[config.mk]
export PLATFORM = sky130hd
export DESIGN_NAME = operand_seq_ctrl
export DESIGN_NICKNAME = d
export VERILOG_FILES = /design/src/rtl/operand_seq_ctrl_pkg.sv /design/src/rtl/operand_seq_ctrl_edge_rise.sv /design/src/rtl/operand_seq_ctrl.sv
export SDC_FILE = /design/constraint.sdc
export NUM_CORES = 1
export LEC_CHECK = 0
export BUFFER_PORTS_ARGS = -buffer_cell sky130_fd_sc_hd__buf_2
export CORE_MARGIN = 5
export CORE_UTILIZATION = 35
export DETAILED_ROUTE_END_ITERATION = 8
export GPL_TIMING_DRIVEN = 0
export HOLD_SLACK_MARGIN = 0.03
export PLACE_DENSITY = 0.7
export SYNTH_ARGS = -nofsm -noshare
export SYNTH_HDL_FRONTEND = slang
export SYNTH_SLANG_ARGS = --single-unit
[constraint.sdc]
create_clock -name CLK -period 1.6 [get_ports CLK]
set_input_delay 0.32 -clock CLK [delete_from_list [all_inputs] [get_ports CLK]]
set_output_delay 0.32 -clock CLK [all_outputs]
set_load 0.05 [all_outputs]
[src/rtl/operand_seq_ctrl_pkg.sv]
// Shared definitions for the operand sequencing controller: state encoding
// (also driven straight onto the LED state code) and its width.
package operand_seq_ctrl_pkg;

  localparam int unsigned STATE_W = 3;

  typedef enum logic [STATE_W-1:0] {
    GET_A = 3'd0,
    GET_B = 3'd1,
    START = 3'd2,
    WAIT  = 3'd3,
    SHOW  = 3'd4,
    ERR   = 3'd5
  } state_t;

endpackage

[src/rtl/operand_seq_ctrl_edge_rise.sv]
// Rising-edge detector for a debounced button level. The previous-level
// register resets high so a button held through reset release is not an event.
module edge_rise (
  input  logic CLK,
  input  logic RST,
  input  logic level,
  output logic pulse
);

  logic prev_q;
  logic prev_d;

  // Track the last sampled level.
  always_comb begin
    prev_d = level;
  end

  // Previous-level register, async active-low reset to 1.
  always_ff @(posedge CLK or negedge RST) begin
    if (!RST) prev_q <= 1'b1;
    else      prev_q <= prev_d;
  end

  assign pulse = level & ~prev_q;

endmodule

[src/rtl/operand_seq_ctrl.sv]
// Operand sequencing controller: captures two operands from switches on
// enter presses, starts an external multiplier, captures and shows the
// product. Clear returns to GET_A from anywhere and zeroes the data path.
// Optional feature: define OPSEQ_TIMEOUT_EN to bound the WAIT state to
// TIMEOUT cycles and enter ERR when the multiplier never answers.
module operand_seq_ctrl
  import operand_seq_ctrl_pkg::*;
#(
  parameter int unsigned WIDTH   = 8,
  parameter int unsigned TIMEOUT = 1024
) (
  input  logic                 CLK,
  input  logic                 RST,
  input  logic [WIDTH-1:0]     sw_data,
  input  logic                 btn_enter,
  input  logic                 btn_clear,
  output logic [WIDTH-1:0]     mul_a,
  output logic [WIDTH-1:0]     mul_b,
  output logic                 mul_start,
  input  logic                 mul_done,
  input  logic [2*WIDTH-1:0]   mul_prod,
  output logic [2*WIDTH-1:0]   result,
  output logic                 result_valid,
  output logic [STATE_W-1:0]   state_code,
  output logic                 error
);

  if (TIMEOUT < 2) begin : g_bad_timeout
    $error("operand_seq_ctrl: TIMEOUT must be at least 2");
  end

  logic enter_pulse;
  logic clear_pulse;

  edge_rise u_enter_edge (
    .CLK   (CLK),
    .RST   (RST),
    .level (btn_enter),
    .pulse (enter_pulse)
  );

  edge_rise u_clear_edge (
    .CLK   (CLK),
    .RST   (RST),
    .level (btn_clear),
    .pulse (clear_pulse)
  );

  state_t             state_q,  state_d;
  logic [WIDTH-1:0]   mul_a_q,  mul_a_d;
  logic [WIDTH-1:0]   mul_b_q,  mul_b_d;
  logic [2*WIDTH-1:0] result_q, result_d;

`ifdef OPSEQ_TIMEOUT_EN
  localparam int unsigned      CNT_W   = $clog2(TIMEOUT);
  localparam logic [CNT_W-1:0] CNT_MAX = CNT_W'(TIMEOUT - 1);
  logic [CNT_W-1:0] cnt_q, cnt_d;
`endif

  // Next-state, data capture and start strobe; clear overrides everything.
  always_comb begin
    state_d   = state_q;
    mul_a_d   = mul_a_q;
    mul_b_d   = mul_b_q;
    result_d  = result_q;
    mul_start = (state_q == START);
`ifdef OPSEQ_TIMEOUT_EN
    cnt_d     = cnt_q;
`endif
    if (clear_pulse) begin
      state_d  = GET_A;
      mul_a_d  = '0;
      mul_b_d  = '0;
      result_d = '0;
    end else begin
      case (state_q)
        GET_A: if (enter_pulse) begin
          mul_a_d = sw_data;
          state_d = GET_B;
        end
        GET_B: if (enter_pulse) begin
          mul_b_d = sw_data;
          state_d = START;
        end
        START: begin
`ifdef OPSEQ_TIMEOUT_EN
          cnt_d   = '0;
`endif
          state_d = WAIT;
        end
        WAIT: begin
          if (mul_done) begin
            result_d = mul_prod;
            state_d  = SHOW;
          end
`ifdef OPSEQ_TIMEOUT_EN
          else if (cnt_q == CNT_MAX) state_d = ERR;
          else                       cnt_d   = cnt_q + CNT_W'(1);
`endif
        end
        SHOW: if (enter_pulse) state_d = GET_A;
`ifdef OPSEQ_TIMEOUT_EN
        ERR:  if (enter_pulse) state_d = GET_A;
`endif
        default: state_d = GET_A;
      endcase
    end
  end

  // State and data registers, async active-low reset.
  always_ff @(posedge CLK or negedge RST) begin
    if (!RST) begin
      state_q  <= GET_A;
      mul_a_q  <= '0;
      mul_b_q  <= '0;
      result_q <= '0;
    end else begin
      state_q  <= state_d;
      mul_a_q  <= mul_a_d;
      mul_b_q  <= mul_b_d;
      result_q <= result_d;
    end
  end

`ifdef OPSEQ_TIMEOUT_EN
  // WAIT-cycle timeout counter.
  always_ff @(posedge CLK or negedge RST) begin
    if (!RST) cnt_q <= '0;
    else      cnt_q <= cnt_d;
  end

  assign error = (state_q == ERR);
`else
  assign error = '0;
`endif

  assign mul_a        = mul_a_q;
  assign mul_b        = mul_b_q;
  assign result       = result_q;
  assign result_valid = (state_q == SHOW);
  assign state_code   = state_q;

endmodule

==> results.py <==
metrics = {
    "clock_network": {
        "cts.root.buffer_cell": "clkbuf_8",
        "cts_tree": "done",
        "cts_inserted_buffers": 5,
        "cts_buffer_depth": 2,
        "clkLatencyLatePin_ps": 280,
        "clk_pin_slew_worst_paths_ps": 80,
        "cts_sinks": 37,
        "htree_num_levels": 2,
    },
    "sta": {
        "fin_crit_sh": 0.973,
        "timing.final.max_slew_violations": 0,
        "skew_ps": 4.57,
        "max_freq_mhz": 642,
        "finalWorstSetupSlack_ps": 43.6,
        "rsz0062_at_grt": "true",
        "layout_min_cycle_time_ps": 1560,
        "fin_hold_ws_ps": 129,
        "slew_headroom": 0.450,
        "tns_ps": 0,
        "hold_violations": 0,
        "finalSetupViolCount": 0,
        "worst_slew_pin_slew_ps": 825,
    },
    "drt": {
        "antenna_left": 0,
        "routed_wl_um": 3670,
        "vias": 1315,
        "drtIter0Drc": 53,
        "wl_per_cell_um": 13.1,
        "first_pass_iters": 4,
        "drcViolationCount": 0,
        "drt-vias-per-instance": 4.68,
    },
    "synth": {
        "syn_avg_cell_area_um2": 10.2,
        "yosys.area.top_type": "dfrtp_1",
        "synth_top_cells_by_count": "57 x nand2_1, 35 x dfrtp_1, 17 x a21oi_1",
        "syn_nets": 186,
        "syn_area_um2": 1600,
        "ys.flop_type": "dfrtp_1",
        "ys_async_sr_fraction": 1.00,
        "synthCells": 157,
        "synthTopCellsByArea": "dfrtp_1 55%, nand2_1 13%, mux2i_1 10%, a21oi_1 5.3%, dfstp_2 3.3%",
        "ys_seq_area_frac": 0.582,
        "synth-seq-cells": 37,
        "synth_edf_count": 0,
        "ys_warn_count": 0,
        "synth_most_common_cell": "nand2_1",
        "synth_top_cell_area_share": 0.549,
        "ys_types": 23,
    },
    "die": {
        "pin_count": 67,
        "coreArea_um2": 4380,
        "die-area_um2": 6010,
        "row_count": 24,
        "start_util": 0.364,
        "die_h_um": 77.5,
        "die_x_um": 77.5,
    },
    "final_layout": {
        "nNetsFinal": 257,
        "area_growth_pct": 33.2,
        "drive_gt1_frac": 0.397,
        "final_util": 0.485,
        "post-route-cell-area_um2": 2130,
        "multi_input_area_um2": 614,
        "diodes": 0,
        "finalNonFillerCells": 281,
        "seq_area_um2": 932,
        "nFillCells": 412,
    },
    "pwr": {
        "powerDensity_nw_per_um2": 1510,
        "vdd_ir_drop_max_uv": 781,
        "p_total_mw": 3.21,
        "cellLeakagePower_nw": 1.14,
    },
    "worst_setup_path": {
        "crit_arrival_ps": 1240,
        "startpoint_type": "register",
        "crit_path_max_incr_delay_ps": 510,
        "critical_path_class": "reg -> out",
        "crit_path_top_delay_cell": "dfrtp_2",
        "crit_required_ps": 1280,
        "crit_fanout": 10,
        "crit_chain": "nor3b_4 > buf_6",
        "end_kind": "primary output",
    },
    "place": {
        "place_area_um2": 2010,
        "hpwl_um": 2650,
        "placed_cells": 274,
        "io_buffers": 65,
        "preCtsSetupSlack_ps": -3.34,
        "place_congestion": 0.690,
    },
    "job": {
        "cap_violations": 0,
    },
    "global_route": {
        "grt_max_degree": 38,
        "grt_pass1_wl_um": 6480,
        "grt-ovfl-total": 0,
        "antenna_found_initial": 0,
        "grt_pass1_vias": 1421,
        "gr-usage-all-layers": 0.132,
    },
    "outcome": {
        "status": "finished clean",
    },
    "worst_hold_path": {
        "hold_path.class": "in -> async",
    },
}
-- worst paths after layout --
path	from	endpoint	slack, ps	depth (start not counted)
setup / recovery	state_code[0]$_DFFE_PN0P_	result_valid	40	2
hold / removal	RST	mul_b[0]$_DFFE_PN0P_	130	1
setup reg to reg	state_code[2]$_DFFE_PN0P_	result[11]$_DFFE_PN0P_	130	5
hold reg to reg	result[9]$_DFFE_PN0P_	result[9]$_DFFE_PN0P_	520	2
max in group asynchronous	RST	state_code[2]$_DFFE_PN0P_	900	1
min in group CLK	btn_enter	u_enter_edge.prev_q$_DFF_PN1_	150	1
-- where the power goes --
part	switching (mW)	internal [mW]	total, mW
Sequential	0.133	1.11	1.25
Clock	0.326	0.300	0.626
Combinational	0.966	0.373	1.34
-- cell usage in the layout, fill, tap and decap left out, types with 2 or more instances in the layout --
master,count
clkbuf_2,3
a21oi_1,17
dfrtp_1,32
buf_2,65
buf_4,2
clkinv_2,2
clkbuf_8,5
buf_6,4
dfstp_2,2
nor3b_4,2
mux2i_1,16
clkbuf_1,2
nand2_1,57
nand2b_1,3
dfrtp_2,3
-- kinds of logic (layout without fill, tap and decap cells) --
kind of cell,Yosys count,in the layout,synth area share
buffers and inverters,13,85,0.0478
AOI/OAI and AO/OA,20,20,0.0690
other,1,1,0.00235
muxes,16,16,0.100
xor gates and xnor gates,1,1,0.00549
and+or+nand+nor,69,69,0.194
DFF,37,37,0.582
-- state kept, by name, indices dropped and copies added (netlist names) --
register,cells
result,16
mul_a,8
mul_b,8
state_code,3
u_clear_edge.prev_q,1
u_enter_edge.prev_q,1
-- final cells by class --
| class | instances | area share |
|---|---|---|
| multi-input combinational | 107 | 0.289 |
| buffer | 11 | 0.0330 |
| sequential | 37 | 0.438 |
| clock inverter | 3 | 0.00824 |
| clock buffer | 5 | 0.0324 |
| timing repair buffer | 66 | 0.168 |
| tap | 52 | 0.0306 |
-- worst max-delay path: cells and delay by family (launching register included) --
family	cells	cell delay [ps]
buffers and inverters	1	190
and+or+nand+nor	1	260
DFF	1	510
-- routing by layer --
metal	up-vias	part of all wire	track usage
met5	-	0	0
met4	0	0.0071	0.0412
met3	4	0.11	0.0532
met2	53	0.45	0.210
met1	607	0.44	0.164
li1	651	-	-
-- repair_timing --
action                                  in CTS  in global routing
hold buffers                                 0                  0
endpoints found under the setup margin       9                 28
resized for setup                            3                  7
hold endpoints to repair                     0                  0
pin swaps                                    1                  1
setup buffers                                1                  0
Note: power is estimated with default switching activity, not from simulation.
